### src/rtl/msrv32_pkg.sv
// Shared constants and types for the msrv32 write-back path.
package msrv32_pkg;

  localparam int unsigned REG_ADDR_W = 5;
  localparam int unsigned XLEN       = 32;
  localparam int unsigned NUM_REGS   = 32;

  typedef struct packed {
    logic [REG_ADDR_W-1:0] rd;
    logic [XLEN-1:0]       data;
  } wb_entry_t;

endpackage

### src/rtl/msrv32_wb_fifo.sv
// In-order buffer for ALU results that lost the register-file write port.
// Exposes per-slot valid/rd so the parent can detect pending writes to a source.
module msrv32_wb_fifo
  import msrv32_pkg::*;
#(
  parameter int unsigned DEPTH = 2
) (
  input  logic                             i_clk,
  input  logic                             i_rst,
  input  logic                             i_push,
  input  wb_entry_t                        i_wdata,
  input  logic                             i_pop,
  output wb_entry_t                        o_head,
  output logic                             o_full,
  output logic                             o_empty,
  output logic [DEPTH-1:0]                 o_valid,
  output logic [DEPTH-1:0][REG_ADDR_W-1:0] o_rd
);

  localparam int unsigned PtrW = (DEPTH > 1) ? $clog2(DEPTH) : 1;
  localparam int unsigned CntW = $clog2(DEPTH + 1);

  typedef logic [PtrW-1:0] ptr_t;
  localparam ptr_t LastPtr = ptr_t'(DEPTH - 1);

  wb_entry_t        r_mem [DEPTH];
  ptr_t             r_wptr;
  ptr_t             r_rptr;
  logic [CntW-1:0]  r_count;
  logic [DEPTH-1:0] r_valid;

  logic w_do_push;
  logic w_do_pop;

  function automatic ptr_t f_inc(ptr_t p);
    return (p == LastPtr) ? '0 : p + 1'b1;
  endfunction

  assign o_full    = (r_count == CntW'(DEPTH));
  assign o_empty   = (r_count == '0);
  assign w_do_pop  = i_pop && !o_empty;
  assign w_do_push = i_push && (!o_full || w_do_pop);
  assign o_head    = r_mem[r_rptr];
  assign o_valid   = r_valid;

  always_comb begin
    for (int i = 0; i < DEPTH; i++) begin
      o_rd[i] = r_mem[i].rd;
    end
  end

  always_ff @(posedge i_clk or posedge i_rst) begin
    if (i_rst) begin
      r_wptr  <= '0;
      r_rptr  <= '0;
      r_count <= '0;
      r_valid <= '0;
      for (int i = 0; i < DEPTH; i++) begin
        r_mem[i] <= '0;
      end
    end else begin
      if (w_do_push) begin
        r_mem[r_wptr] <= i_wdata;
        r_wptr        <= f_inc(r_wptr);
      end
      if (w_do_pop) begin
        r_rptr <= f_inc(r_rptr);
      end
      // Clear before set: a full push+pop reuses the slot being popped.
      for (int i = 0; i < DEPTH; i++) begin
        if (w_do_pop && (r_rptr == ptr_t'(i))) r_valid[i] <= 1'b0;
        if (w_do_push && (r_wptr == ptr_t'(i))) r_valid[i] <= 1'b1;
      end
      unique case ({w_do_push, w_do_pop})
        2'b10:   r_count <= r_count + 1'b1;
        2'b01:   r_count <= r_count - 1'b1;
        default: r_count <= r_count;
      endcase
    end
  end

endmodule

### src/rtl/msrv32_wb_unit.sv
// Write-back arbiter: load response > buffered ALU result > direct ALU result.
// Define MSRV32_WB_SCOREBOARD_EN to enable the pending-write scoreboard / busy outputs.
module msrv32_wb_unit
  import msrv32_pkg::*;
#(
  parameter int unsigned ALU_BUF_DEPTH = 2
) (
  input  logic                  ms_riscv32_mp_clk_in,
  input  logic                  ms_riscv32_mp_rst_in,
  input  logic                  alu_valid_in,
  input  logic [REG_ADDR_W-1:0] alu_rd_in,
  input  logic [XLEN-1:0]       alu_data_in,
  output logic                  alu_ready_out,
  input  logic                  ld_issue_in,
  input  logic [REG_ADDR_W-1:0] ld_issue_rd_in,
  input  logic                  ld_valid_in,
  input  logic [REG_ADDR_W-1:0] ld_rd_in,
  input  logic [XLEN-1:0]       ld_data_in,
  input  logic [REG_ADDR_W-1:0] rs_1_addr_in,
  input  logic [REG_ADDR_W-1:0] rs_2_addr_in,
  output logic                  rs_1_busy_out,
  output logic                  rs_2_busy_out,
  output logic                  wr_en_out,
  output logic [REG_ADDR_W-1:0] rd_addr_out,
  output logic [XLEN-1:0]       rd_out
);

  logic                                     r_wr_en;
  wb_entry_t                                r_wr;
  logic                                     w_wr_en_d;
  wb_entry_t                                w_wr_d;
  logic                                     w_ld_win;
  logic                                     w_alu_acc;
  logic                                     w_alu_direct;
  logic                                     w_push;
  logic                                     w_pop;
  logic                                     w_full;
  logic                                     w_empty;
  wb_entry_t                                w_head;
  wb_entry_t                                w_alu_entry;
  logic [ALU_BUF_DEPTH-1:0]                 w_fifo_valid;
  logic [ALU_BUF_DEPTH-1:0][REG_ADDR_W-1:0] w_fifo_rd;

  // A load to x0 never claims the port, so it does not stall the ALU path.
  assign w_ld_win     = ld_valid_in && (ld_rd_in != '0);
  assign w_pop        = !w_empty && !w_ld_win;
  assign alu_ready_out = ms_riscv32_mp_rst_in || !w_full || w_pop;
  assign w_alu_acc    = alu_valid_in && alu_ready_out && (alu_rd_in != '0);
  assign w_alu_direct = w_alu_acc && w_empty && !w_ld_win;
  assign w_push       = w_alu_acc && !w_alu_direct;
  assign w_alu_entry  = '{rd: alu_rd_in, data: alu_data_in};

  msrv32_wb_fifo #(
    .DEPTH (ALU_BUF_DEPTH)
  ) u_fifo (
    .i_clk   (ms_riscv32_mp_clk_in),
    .i_rst   (ms_riscv32_mp_rst_in),
    .i_push  (w_push),
    .i_wdata (w_alu_entry),
    .i_pop   (w_pop),
    .o_head  (w_head),
    .o_full  (w_full),
    .o_empty (w_empty),
    .o_valid (w_fifo_valid),
    .o_rd    (w_fifo_rd)
  );

  always_comb begin
    w_wr_en_d = 1'b0;
    w_wr_d    = r_wr;
    if (w_ld_win) begin
      w_wr_en_d = 1'b1;
      w_wr_d    = '{rd: ld_rd_in, data: ld_data_in};
    end else if (w_pop) begin
      w_wr_en_d = 1'b1;
      w_wr_d    = w_head;
    end else if (w_alu_direct) begin
      w_wr_en_d = 1'b1;
      w_wr_d    = w_alu_entry;
    end
  end

  always_ff @(posedge ms_riscv32_mp_clk_in or posedge ms_riscv32_mp_rst_in) begin
    if (ms_riscv32_mp_rst_in) begin
      r_wr_en <= 1'b0;
      r_wr    <= '0;
    end else begin
      r_wr_en <= w_wr_en_d;
      r_wr    <= w_wr_d;
    end
  end

  assign wr_en_out   = r_wr_en;
  assign rd_addr_out = r_wr.rd;
  assign rd_out      = r_wr.data;

`ifdef MSRV32_WB_SCOREBOARD_EN
  logic [NUM_REGS-1:0] r_pending;
  logic [NUM_REGS-1:0] w_pending_d;
  logic                w_rs1_fifo;
  logic                w_rs2_fifo;

  // The clear lands on the same edge that registers the write, so the value on
  // the write port is never reported busy unless a newer load re-set the bit.
  always_comb begin
    w_pending_d = r_pending;
    if (w_ld_win) w_pending_d[ld_rd_in] = 1'b0;
    if (ld_issue_in && (ld_issue_rd_in != '0)) w_pending_d[ld_issue_rd_in] = 1'b1;
  end

  always_ff @(posedge ms_riscv32_mp_clk_in or posedge ms_riscv32_mp_rst_in) begin
    if (ms_riscv32_mp_rst_in) begin
      r_pending <= '0;
    end else begin
      r_pending <= w_pending_d;
    end
  end

  always_comb begin
    w_rs1_fifo = 1'b0;
    w_rs2_fifo = 1'b0;
    for (int i = 0; i < ALU_BUF_DEPTH; i++) begin
      if (w_fifo_valid[i] && (w_fifo_rd[i] == rs_1_addr_in)) w_rs1_fifo = 1'b1;
      if (w_fifo_valid[i] && (w_fifo_rd[i] == rs_2_addr_in)) w_rs2_fifo = 1'b1;
    end
  end

  assign rs_1_busy_out = !ms_riscv32_mp_rst_in && (rs_1_addr_in != '0) &&
                         (r_pending[rs_1_addr_in] || w_rs1_fifo);
  assign rs_2_busy_out = !ms_riscv32_mp_rst_in && (rs_2_addr_in != '0) &&
                         (r_pending[rs_2_addr_in] || w_rs2_fifo);
`else
  logic w_unused_sb;
  assign w_unused_sb   = ^{ld_issue_in, ld_issue_rd_in, rs_1_addr_in, rs_2_addr_in,
                           w_fifo_valid, w_fifo_rd};
  assign rs_1_busy_out = 1'b0;
  assign rs_2_busy_out = 1'b0;
`endif

endmodule

### config.mk
export PLATFORM = sky130hd
export DESIGN_NAME = msrv32_wb_unit
export DESIGN_NICKNAME = d
export VERILOG_FILES = /design/src/rtl/msrv32_pkg.sv /design/src/rtl/msrv32_wb_fifo.sv /design/src/rtl/msrv32_wb_unit.sv
export SDC_FILE = /design/constraint.sdc
export NUM_CORES = 1
export LEC_CHECK = 0
export BUFFER_PORTS_ARGS = -buffer_cell sky130_fd_sc_hd__buf_4
export CAP_MARGIN = 20
export CORE_ASPECT_RATIO = 1.5
export CORE_MARGIN = 5
export CORE_UTILIZATION = 59
export DETAILED_ROUTE_END_ITERATION = 10
export PLACE_DENSITY = 0.84
export RECOVER_POWER = 50
export SLEW_MARGIN = 20
export SYNTH_ARGS = -nofsm -noshare
export SYNTH_HDL_FRONTEND = slang
export SYNTH_SLANG_ARGS = --single-unit
### constraint.sdc
create_clock -name ms_riscv32_mp_clk_in -period 6.6 [get_ports ms_riscv32_mp_clk_in]
set_input_delay 0.33 -clock ms_riscv32_mp_clk_in [delete_from_list [all_inputs] [get_ports ms_riscv32_mp_clk_in]]
set_output_delay 0.33 -clock ms_riscv32_mp_clk_in [all_outputs]
set_load 0.01 [all_outputs]
* Word level (Yosys, flattened, before mapping)
Cells that the tools add are included.
** Storage, ports and cells
- Register bits :: 116
- Bits of input ports :: 94
- Output and inout port bits :: 41
- Logic and storage cells :: 59
** Operators by class
- Add/subtract/negate cells :: 4
- Order comparisons :: 3
- Equal/unequal tests :: 3
- Mux-type cells :: 15
- Bitwise logic cells :: 2
- Reductions and logical operators :: 22
** Operator list (count)
- 37-bit two-way mux :: 7
- 74-bit bitwise mux :: 1
- 37-bit demux with 1-bit select :: 1
- 1-bit logical AND :: 10
- 5-bit nonzero test :: 2
- 1-bit two-way mux :: 5
- 2-bit == test (second input constant) :: 2
- 2-bit >= comparator (second input constant) :: 2
- 1-bit logical NOT :: 4
- 1-bit inverter with 2-bit output :: 2
- 2-bit case mux with 2 select lines :: 1
- 1-bit logical OR :: 3
- 3-bit nonzero test :: 1
- 1-bit adder (second input constant) :: 2
- 2-bit by 1-bit adder with 2-bit output (second input constant) :: 1
- 2-bit by 1-bit == test with 1-bit output (second input constant) :: 1
- 2-bit logical NOT :: 1
- 2-bit by 1-bit less-than comparator with 1-bit output (second input constant) :: 1
- 2-bit nonzero test :: 1
- 2-bit by 1-bit subtractor with 2-bit output (second input constant) :: 1

* Longest topological paths before layout
Gate-level depths: netlist (run 1).
- Depth after elaboration :: 14
- Gate-level depth with buffers :: 9
- Gate-level depth less buffers :: 7

* Hierarchy
Synthesis (run 1) repeated with hierarchy kept, for this count alone.
** Second synthesis, totals
- Cell total of the unflattened synthesis :: 422
- Area total of the unflattened synthesis :: 6070.8 um2
** Modules (own cells, without submodules)
- msrv32_wb_fifo :: instances 1, cells each 240, area each 3641.0 um2
- msrv32_wb_unit :: instances 1, cells each 182, area each 2429.8 um2

* Least setup slack after synthesis (run 1)
Ideal clock, no wire load.
- Kind :: in2reg
- From :: input port ld_rd_in[0]
- To :: register u_fifo.r_count[1]
- Library setup time :: 79 ps
- Arrival time :: 2042 ps
- Path slack :: 4478 ps
- Stages on the path :: 8
- Buffers on the path :: 2
- Path through :: or3_1 > o31ai_2 > buf_4 > buf_4 > and2_1 > ha_1 > nor2_1 > xor2_1
** RTL lines
- from (decl) :: line msrv32_wb_unit.sv:17 : input logic [REG_ADDR_W-1:0] ld_rd_in,
- 5-bit nonzero test * :: line msrv32_wb_unit.sv:45 : assign w_ld_win = ld_valid_in && (ld_rd_in != '0);
- 1-bit logical AND * :: line msrv32_wb_unit.sv:45
- 1-bit logical NOT * :: line msrv32_wb_unit.sv:46 : assign w_pop = !w_empty && !w_ld_win;
- 1-bit logical AND * :: line msrv32_wb_unit.sv:46
- 1-bit logical AND * :: line msrv32_wb_fifo.sv:41 : assign w_do_pop = i_pop && !o_empty;
- named net u_fifo.w_do_pop :: line msrv32_wb_fifo.sv:33 : logic w_do_pop;
- 1-bit logical OR :: line msrv32_wb_fifo.sv:42 : assign w_do_push = i_push && (!o_full || w_do_pop);
- 1-bit logical AND :: line msrv32_wb_fifo.sv:42
- 2-bit by 1-bit == test with 1-bit output / 2-bit == test (equally long branches) :: line msrv32_wb_fifo.sv:74 : unique case ({w_do_push, w_do_pop})
- 2-bit case mux with 2 select lines / 2-bit nonzero test (equally long branches)
- to (signal assigned) :: line msrv32_wb_fifo.sv:75 : 2'b10: r_count <= r_count + 1'b1;
- to (signal assigned) :: line msrv32_wb_fifo.sv:76 : 2'b01: r_count <= r_count - 1'b1;
- to (signal assigned) :: line msrv32_wb_fifo.sv:77 : default: r_count <= r_count;
- to (decl) :: line msrv32_wb_fifo.sv:29 : logic [CntW-1:0] r_count;
The timed path passes the listed nets; every way through them passes the cells marked *.
A chain may end at the register's enable or synchronous reset.

* Worst setup path after layout (run 1)
- From :: register u_fifo.r_count[1]
- To :: register u_fifo.r_mem[31] (netlist bit)
** On the way
- Longest elaborated chain between the ends :: 11
** RTL lines
- 2-bit == test / 2-bit logical NOT (equally long branches) :: line msrv32_wb_fifo.sv:39, msrv32_wb_fifo.sv:40
- 1-bit logical NOT (on tied branches)
- 1-bit logical OR / 1-bit logical AND (equally long branches) :: line msrv32_wb_unit.sv:47, msrv32_wb_unit.sv:46
- 1-bit logical OR :: line msrv32_wb_unit.sv:47 : assign alu_ready_out = ms_riscv32_mp_rst_in || !w_full || w_pop;
- 1-bit logical AND (2 in series) :: line msrv32_wb_unit.sv:48 : assign w_alu_acc = alu_valid_in && alu_ready_out && (alu_rd_in != '0);
- 1-bit logical AND (2 in series) :: line msrv32_wb_unit.sv:49 : assign w_alu_direct = w_alu_acc && w_empty && !w_ld_win;
- 1-bit logical NOT :: line msrv32_wb_unit.sv:50 : assign w_push = w_alu_acc && !w_alu_direct;
- 1-bit logical AND :: line msrv32_wb_unit.sv:50
- 1-bit logical AND * :: line msrv32_wb_fifo.sv:42
- to (signal, indexed assignment) :: line msrv32_wb_fifo.sv:63 : r_mem[r_wptr] <= i_wdata;
- to (decl) :: line msrv32_wb_fifo.sv:26 : wb_entry_t r_mem [DEPTH];
Mark *: on every way between the ends. The rest lies on a longest branch, timed or not.

==> results.py, run 1 <==
metrics = {
    "routing": {
        "firstDrtPassIters": 5,
        "vias": 4035,
        "drt.antenna.violating_nets": 0,
        "viasPerCell": 5.94,
        "detail_route.wirelength_um": 13900,
        "route.detailed.wl_per_inst_um": 20.5,
        "drt_iter0_markers": 179,
        "route.detailed.drc": 0,
    },
    "final_layout": {
        "area_growth_pct": 21.5,
        "finish.net_count": 647,
        "layout-drive-gt1-share_pct": 39.4,
        "postLayoutCoreUtil_pct": 73.8,
        "design_area_final_mm2": 0.00719,
        "num_antenna_cells": 0,
    },
    "worst_setup_path": {
        "timing.critical_path.slowest_cell_delay_ps": 1500,
        "timing.critical_path.cells": "clkbuf_1 > nand3b_1 > o221ai_2 > a211o_2 > buf_16 > mux2_2",
        "worstReg2RegStart": "u_fifo.r_count[1]$_DFFE_PP0P_",
        "worst_path_dominant_cell_family": "buffers and inverters",
        "cp_max_fo": 40,
        "timing.critical_path.from_type": "flop",
        "critical_path.endpoint_type": "flop",
        "cp_num_buf_inv": 2,
        "cp.arrival_ps": 4280,
        "reg2regPathDepth": 6,
        "worst-r2r-setup-slack_ps": 2600,
        "worst-endpoint-required_ps": 6890,
        "timing.rr.end": "u_fifo.r_mem[31]$_DFFE_PP0P_",
        "setup.worst_path.class": "reg2reg",
        "crit_path_top_delay_cell": "clkbuf_1",
    },
    "grt": {
        "grt_antenna_before_repair": 0,
        "globalRoute.totalOverflow": 0,
        "vias_in_the_first_global_route": 4684,
        "first_pass_grt_wire_length_um": 23400,
        "grt_start_max_net_pins": 76,
        "grt_resource_usage_total_pct": 24.3,
    },
    "placement": {
        "dp_hpwl_um": 8710,
        "placed_area_mm2": 0.00677,
        "port_buffers": 116,
        "gpl.final_weighted_congestion": 0.805,
        "place_worst_setup_slack_ps": 3760,
    },
    "yosys": {
        "synth_area_mm2": 0.00592,
        "synthesis_stage_register_bit_count": 116,
        "synth.cells.most_frequent": "116 x dfrtp_1, 74 x mux2_2, 38 x mux2_1, 36 x mux2i_1, 34 x nor3_1",
        "synth.lib_cells_used.distinct": 42,
        "share_of_the_yosys_chip_area_belonging_to_registers_pct": 49.1,
        "xor_xnor_fraction_of_synth_area_pct": 0.740,
        "compound_gate_portion_of_the_synthesized_area_pct": 5.69,
        "adder_and_majority_cell_fraction_of_the_synthesized_area_pct": 0.211,
        "ys.warnings.count": 0,
        "area_share_of_the_largest_cell_type_after_synthesis_pct": 49.1,
        "synth_cells": 442,
        "synth_enable_flop_cells": 0,
        "synth_async_sr_flop_share_pct": 100,
        "yosysTopAreaCell": "dfrtp_1",
        "synthTopCellsByArea": "dfrtp_1 49%, mux2_2 14%, mux2_4 7.6%",
        "synth-simple-area-share_pct": 4.78,
        "synth.avg_cell_area_um2": 13.4,
        "post_synth_mux_area_share_pct": 35.0,
        "synth.most_common_cell": "dfrtp_1",
        "synth_top_family_by_area": "multiplexers",
        "ys_dominant_reg_cell": "dfrtp_1",
    },
    "worst_hold_path": {
        "min_path_cells": 2,
        "hold-path-endpoint": "u_fifo.r_mem[51]$_DFFE_PP0P_",
        "worstHoldPathType": "in2reg",
        "startpoint_of_the_worst_hold_path": "alu_data_in[14]",
    },
    "floorplan": {
        "initial_core_util_pct": 60.7,
        "row_count": 44,
        "die_width_um": 91.8,
        "core_ar_mm2": 0.00974,
        "boundaryPins": 135,
        "die_area_mm2": 0.0122,
        "die_height_um": 133,
    },
    "timing": {
        "period_share_pct": 60.6,
        "worst_slack_ps": 2600,
        "report.final.setup_viol": 0,
        "period_minus_slack_ps": 4000,
        "final_max_slew_viol_count": 160,
        "fin_clk_skew_ps": 12.9,
        "slew-limit-headroom_pct": -39.4,
        "tns_ps": 0,
        "hold_viol": 0,
        "timing.fmax_mhz": 250,
        "worst_slew_pin_slew_ps": 2090,
        "rsz0062_at_grt": "false",
    },
    "clocking": {
        "cts_buffers": 17,
        "cts_root_buffer": "clkbuf_16",
        "cts.path.max_buffers": 2,
        "clock_network_latency_to_the_later_pin_of_the_worst_skew_pair_ps": 410,
        "cts_tree": "yes",
        "cts.htree.levels": 4,
        "clk_pin_slew_worst_paths_ps": 50,
        "clock_sink_count": 116,
    },
    "power_and_ir_drop": {
        "power.density_cell_area_mw_per_mm2": 503,
        "finalPower_mw": 3.62,
        "p_leak_nw": 3.23,
        "power.ir.vdd_worst_v": 0.000252,
    },
    "status": {
        "violations": "max-capacitance violations, max-slew violations",
        "status": "complete, but fails checks",
    },
    "run": {
        "maxCapViolCount": 3,
    },
}
==> stage by stage <==
step / cells / hold WS, ps
finish: 679 / 163
global route: 679 / 159
CTS: 678 / 154
detailed placement: 646 / 415
global placement: 645 / 404
floorplan: 443 / 457
==> state kept, by name, summed over array words and instances, names as in the netlist <==
| signal | flops |
|---|---|
| u_fifo.r_count | 2 |
| u_fifo.r_rptr | 1 |
| u_fifo.o_rd | 10 |
| rd_addr_out | 5 |
| u_fifo.r_mem | 64 |
| wr_en_out | 1 |
| u_fifo.r_wptr | 1 |
| rd_out | 32 |
==> cell usage in the layout (no fill, tap or decap), drive strengths merged, types with 4 or more instances in the layout <==
cell,synthesis,final
mux2,142,142
dfrtp,116,116
buf,24,82
clkbuf,10,67
mux2i,36,36
nor3,34,34
a21oi,33,33
nand2,5,5
clkinv,0,4
==> report_power, final <==
group          internal (mW)  leakage (nW)  total (mW)  switching, mW
combinational          0.776          1.60        1.43          0.652
sequential              1.08          1.36        1.35          0.265
clock                  0.542         0.268       0.842          0.300
==> metal layers <==
layer,routed length [µm],global-route usage (%),part of all wire [%]
met1,5360,26.7,38
met2,7680,43.8,55
met3,614,6.53,4.4
met4,291,10.1,2.1
met5,0,0,0
==> cells by family (layout without fill, tap and decap cells) <==
logic type / count (synthesis) / in the layout
and+or+nand+nor: 53 / 53
xor gates and xnor gates: 5 / 5
buffers and inverters: 37 / 158
muxes: 178 / 178
adders and majority gates: 1 / 1
DFF: 116 / 116
AOI/OAI and AO/OA: 51 / 51
other: 1 / 2
==> worst max-delay path by stage <==
stage | cells past startpoint | startpoint | to
4_1_cts | 5 | u_fifo.r_count[0]$_DFFE_PP0P_ | u_fifo.r_mem[46]$_DFFE_PP0P_
2_1_floorplan | 1 | ms_riscv32_mp_rst_in | rd_addr_out[0]$_DFFE_PP0P_
3_5_place_dp | 5 | alu_rd_in[0] | rd_out[2]$_DFFE_PP0P_
6_report | 6 | u_fifo.r_count[1]$_DFFE_PP0P_ | u_fifo.r_mem[31]$_DFFE_PP0P_
5_1_grt | 4 | ms_riscv32_mp_rst_in | u_fifo.r_rptr$_DFFE_PP0P_
3_3_place_gp | 5 | alu_rd_in[0] | u_fifo.r_mem[31]$_DFFE_PP0P_
==> cell type report <==
class | instances | area, µm²
timing repair buffer | 124 | 821
inverter | 3 | 12.5
clock inverter | 5 | 50.0
tap | 115 | 144
multi-input combinational | 290 | 2770
clock buffer | 26 | 489
sequential | 116 | 2910
fill | 674 | 2560
==> worst register-to-register path: cells and delay by family (launching register included) <==
kind,cells,cell delay (ps)
flops,1,350
simple gates,1,340
compound gates,2,1050
mux,1,370
buf+inv,2,1770
==> what timing repair did <==
| action | 4_1_cts | 5_1_grt |
|---|---|---|
| buffers inserted | 0 | 0 |
| resized for setup | 0 | 0 |
| hold endpoints to repair | 30 | 0 |
| hold buffers | 1 | 0 |
No activity file was read; power rests on OpenSTA's default activity.
==> run 2: changes to the inputs <==
--- a/config.mk
+++ b/config.mk
@@ -9,9 +9,9 @@
 export CAP_MARGIN = 20
 export CORE_ASPECT_RATIO = 1.5
 export CORE_MARGIN = 5
-export CORE_UTILIZATION = 59
+export CORE_UTILIZATION = 49
 export DETAILED_ROUTE_END_ITERATION = 10
-export PLACE_DENSITY = 0.84
+export PLACE_DENSITY = 0.74
 export RECOVER_POWER = 50
 export SLEW_MARGIN = 20
 export SYNTH_ARGS = -nofsm -noshare
==> constraint.sdc (replaced) <==
create_clock -name ms_riscv32_mp_clk_in -period 3.55 [get_ports ms_riscv32_mp_clk_in]
set_input_delay 0.1775 -clock ms_riscv32_mp_clk_in [delete_from_list [all_inputs] [get_ports ms_riscv32_mp_clk_in]]
set_output_delay 0.1775 -clock ms_riscv32_mp_clk_in [all_outputs]
set_load 0.01 [all_outputs]
==> run 2 against run 1 <==
  * The run still ends with max-capacitance violations, max-slew violations left
  * Setup slack got worse by 1600 ps
  * Final cell count rose by 8.0%
  * Critical path type unchanged
  * Non-clock buffer count up 16
  * Clock-buffer cell count unchanged
  * Power is 84% higher
  * First-iteration DRC count is 45% lower
  * Routed wire length decreased by 0.30%
  * Clock power rose by 79%
  * Via count about the same
  * Clock skew down 4.6 ps
  * Fmax is 55% higher
  * Die area is 18% higher
==> results.py, run 2 (synthesized netlist as in run 1, its figures left out) <==
metrics = {
    "final_layout": {
        "seqCellArea_mm2": 0.00291,
        "multi_input_comb_area_mm2": 0.00277,
        "area_growth_pct": 24.0,
        "postLayoutCoreUtil_pct": 61.7,
        "num_antenna_cells": 0,
        "mostFrequentLayoutCell": "dfrtp_1",
        "layout-drive-gt1-share_pct": 40.0,
        "most-common-layout-cells": "113 x dfrtp_1, 89 x buf_4, 74 x mux2_2",
        "largest_register_ffs": 64,
        "top_register": "u_fifo.r_mem",
        "fillers": 978,
        "final_cells": 733,
        "finish.net_count": 663,
        "design_area_final_mm2": 0.00734,
    },
    "worst_setup_path": {
        "worst-r2r-setup-slack_ps": 970,
        "timing.critical_path.from_type": "flop",
        "critical_path.endpoint_type": "flop",
        "cp_max_fo": 20,
        "timing.rr.end": "u_fifo.r_mem[25]$_DFFE_PP0P_",
        "cp.arrival_ps": 2870,
        "setup.worst_path.class": "reg2reg",
        "reg2regPathDepth": 5,
        "worstReg2RegStart": "u_fifo.r_count[1]$_DFFE_PP0P_",
        "worst-endpoint-required_ps": 3840,
    },
    "timing": {
        "hold_viol": 0,
        "rsz0062_at_grt": "false",
        "period_minus_slack_ps": 2580,
        "period_share_pct": 72.8,
        "worst_slack_ps": 966,
        "timing.fmax_mhz": 387,
        "tns_ps": 0,
        "fin_clk_skew_ps": 8.22,
        "report.final.setup_viol": 0,
        "holdWs_ps": 14.4,
        "final_max_slew_viol_count": 84,
        "slew-limit-headroom_pct": -17.1,
        "worst_slew_pin_slew_ps": 1750,
    },
    "placement": {
        "placed_cells": 691,
        "port_buffers": 116,
        "dp_hpwl_um": 9320,
        "place_worst_setup_slack_ps": 968,
        "placed_area_mm2": 0.00685,
        "gpl.final_weighted_congestion": 0.775,
    },
    "clocking": {
        "clk_pin_slew_worst_paths_ps": 50,
        "cts_tree": "yes",
        "cts_resized": 0,
        "cts_root_buffer": "clkbuf_16",
        "postCtsHoldBufs": 10,
        "clock_sink_count": 116,
        "cts.path.max_buffers": 2,
        "clock_network_latency_to_the_later_pin_of_the_worst_skew_pair_ps": 410,
        "post-cts-setup-buffer-count": 0,
        "cts_buffers": 17,
        "cts.htree.levels": 4,
    },
    "floorplan": {
        "boundaryPins": 135,
        "die_width_um": 99.7,
        "core_ar_mm2": 0.0119,
        "die_area_mm2": 0.0144,
        "die_height_um": 145,
        "row_count": 49,
        "initial_core_util_pct": 49.7,
    },
    "routing": {
        "vias": 4033,
        "route.detailed.drc": 0,
        "routed-wl-met3_um": 535,
        "firstDrtPassIters": 4,
        "route.detailed.wl_per_inst_um": 19.0,
        "drt_iter0_markers": 98,
        "viasPerCell": 5.50,
        "wirelength_met1_um": 5400,
        "detail_route.wirelength_um": 13900,
        "drt.antenna.violating_nets": 0,
        "top_layer_used": "met4",
        "wl_met2_um": 7700,
    },
    "worst_hold_path": {
        "min_path_cells": 2,
        "startpoint_of_the_worst_hold_path": "alu_data_in[15]",
        "hold-path-endpoint": "u_fifo.r_mem[52]$_DFFE_PP0P_",
        "worstHoldPathType": "in2reg",
    },
    "power_and_ir_drop": {
        "power.ir.vdd_worst_v": 0.000521,
        "finalPower_mw": 6.65,
        "p_leak_nw": 3.27,
        "power.density_cell_area_mw_per_mm2": 907,
    },
    "grt": {
        "grt_antenna_before_repair": 0,
        "globalRoute.totalOverflow": 0,
        "first_pass_grt_wire_length_um": 22500,
        "grt_start_max_net_pins": 84,
        "vias_in_the_first_global_route": 4542,
        "grt_resource_usage_total_pct": 19.9,
    },
    "run": {
        "maxCapViolCount": 1,
    },
    "status": {
        "violations": "max-capacitance violations, max-slew violations",
        "status": "complete, but fails checks",
    },
}
[run 2: cell types whose count changed in the layout (fill, tap and decap cells not counted), sizes merged]
cell,before,now
bufinv,1,0
clkbuf,67,66
buf,82,89
dlygate4sd3,1,11
clkinv,4,5
[run 2: power by group]
group          total, mW  switching, mW  internal, mW
Clock               1.51          0.556         0.954
Sequential          2.46          0.450          2.01
Combinational       2.68           1.23          1.45
Total               6.65           2.24          4.41
[run 2: area by class of cell]
class	instances	area share [%]
Sequential cell	116	39.6
Multi-Input combinational cell	290	37.8
Timing Repair Buffer	140	12.7
Clock buffer	26	6.81
Tap cell	153	2.61
Clock inverter	5	0.341
Inverter	3	0.205
[run 2: layer usage]
metal | track usage, % | vias up
li1 | - | 1866
met1 | 22.1 | 2053
met2 | 36.7 | 95
met3 | 4.34 | 19
met4 | 7.84 | 0
met5 | 0 | -
[run 2: how the worst max path moves through the flow]
stage | startpoint | end | slack (ps) | cells after the start
4_1_cts | u_fifo.r_count[1]$_DFFE_PP0P_ | u_fifo.r_mem[25]$_DFFE_PP0P_ | 950 | 5
3_3_place_gp | u_fifo.r_count[1]$_DFFE_PP0P_ | u_fifo.r_mem[25]$_DFFE_PP0P_ | 1000 | 5
3_5_place_dp | u_fifo.r_count[1]$_DFFE_PP0P_ | u_fifo.r_mem[25]$_DFFE_PP0P_ | 970 | 5
6_report | u_fifo.r_count[1]$_DFFE_PP0P_ | u_fifo.r_mem[25]$_DFFE_PP0P_ | 970 | 5
2_1_floorplan | ms_riscv32_mp_rst_in | rd_addr_out[0]$_DFFE_PP0P_ | 300 | 1
5_1_grt | ms_riscv32_mp_rst_in | u_fifo.r_mem[51]$_DFFE_PP0P_ | 710 | 4
[run 2: worst max-delay path, stage by stage, from the launching register on]
cell and delay, ps:
dfrtp_2 550, or3_1 440, o221ai_2 250, a211o_2 520, buf_4 350, mux2_4 330
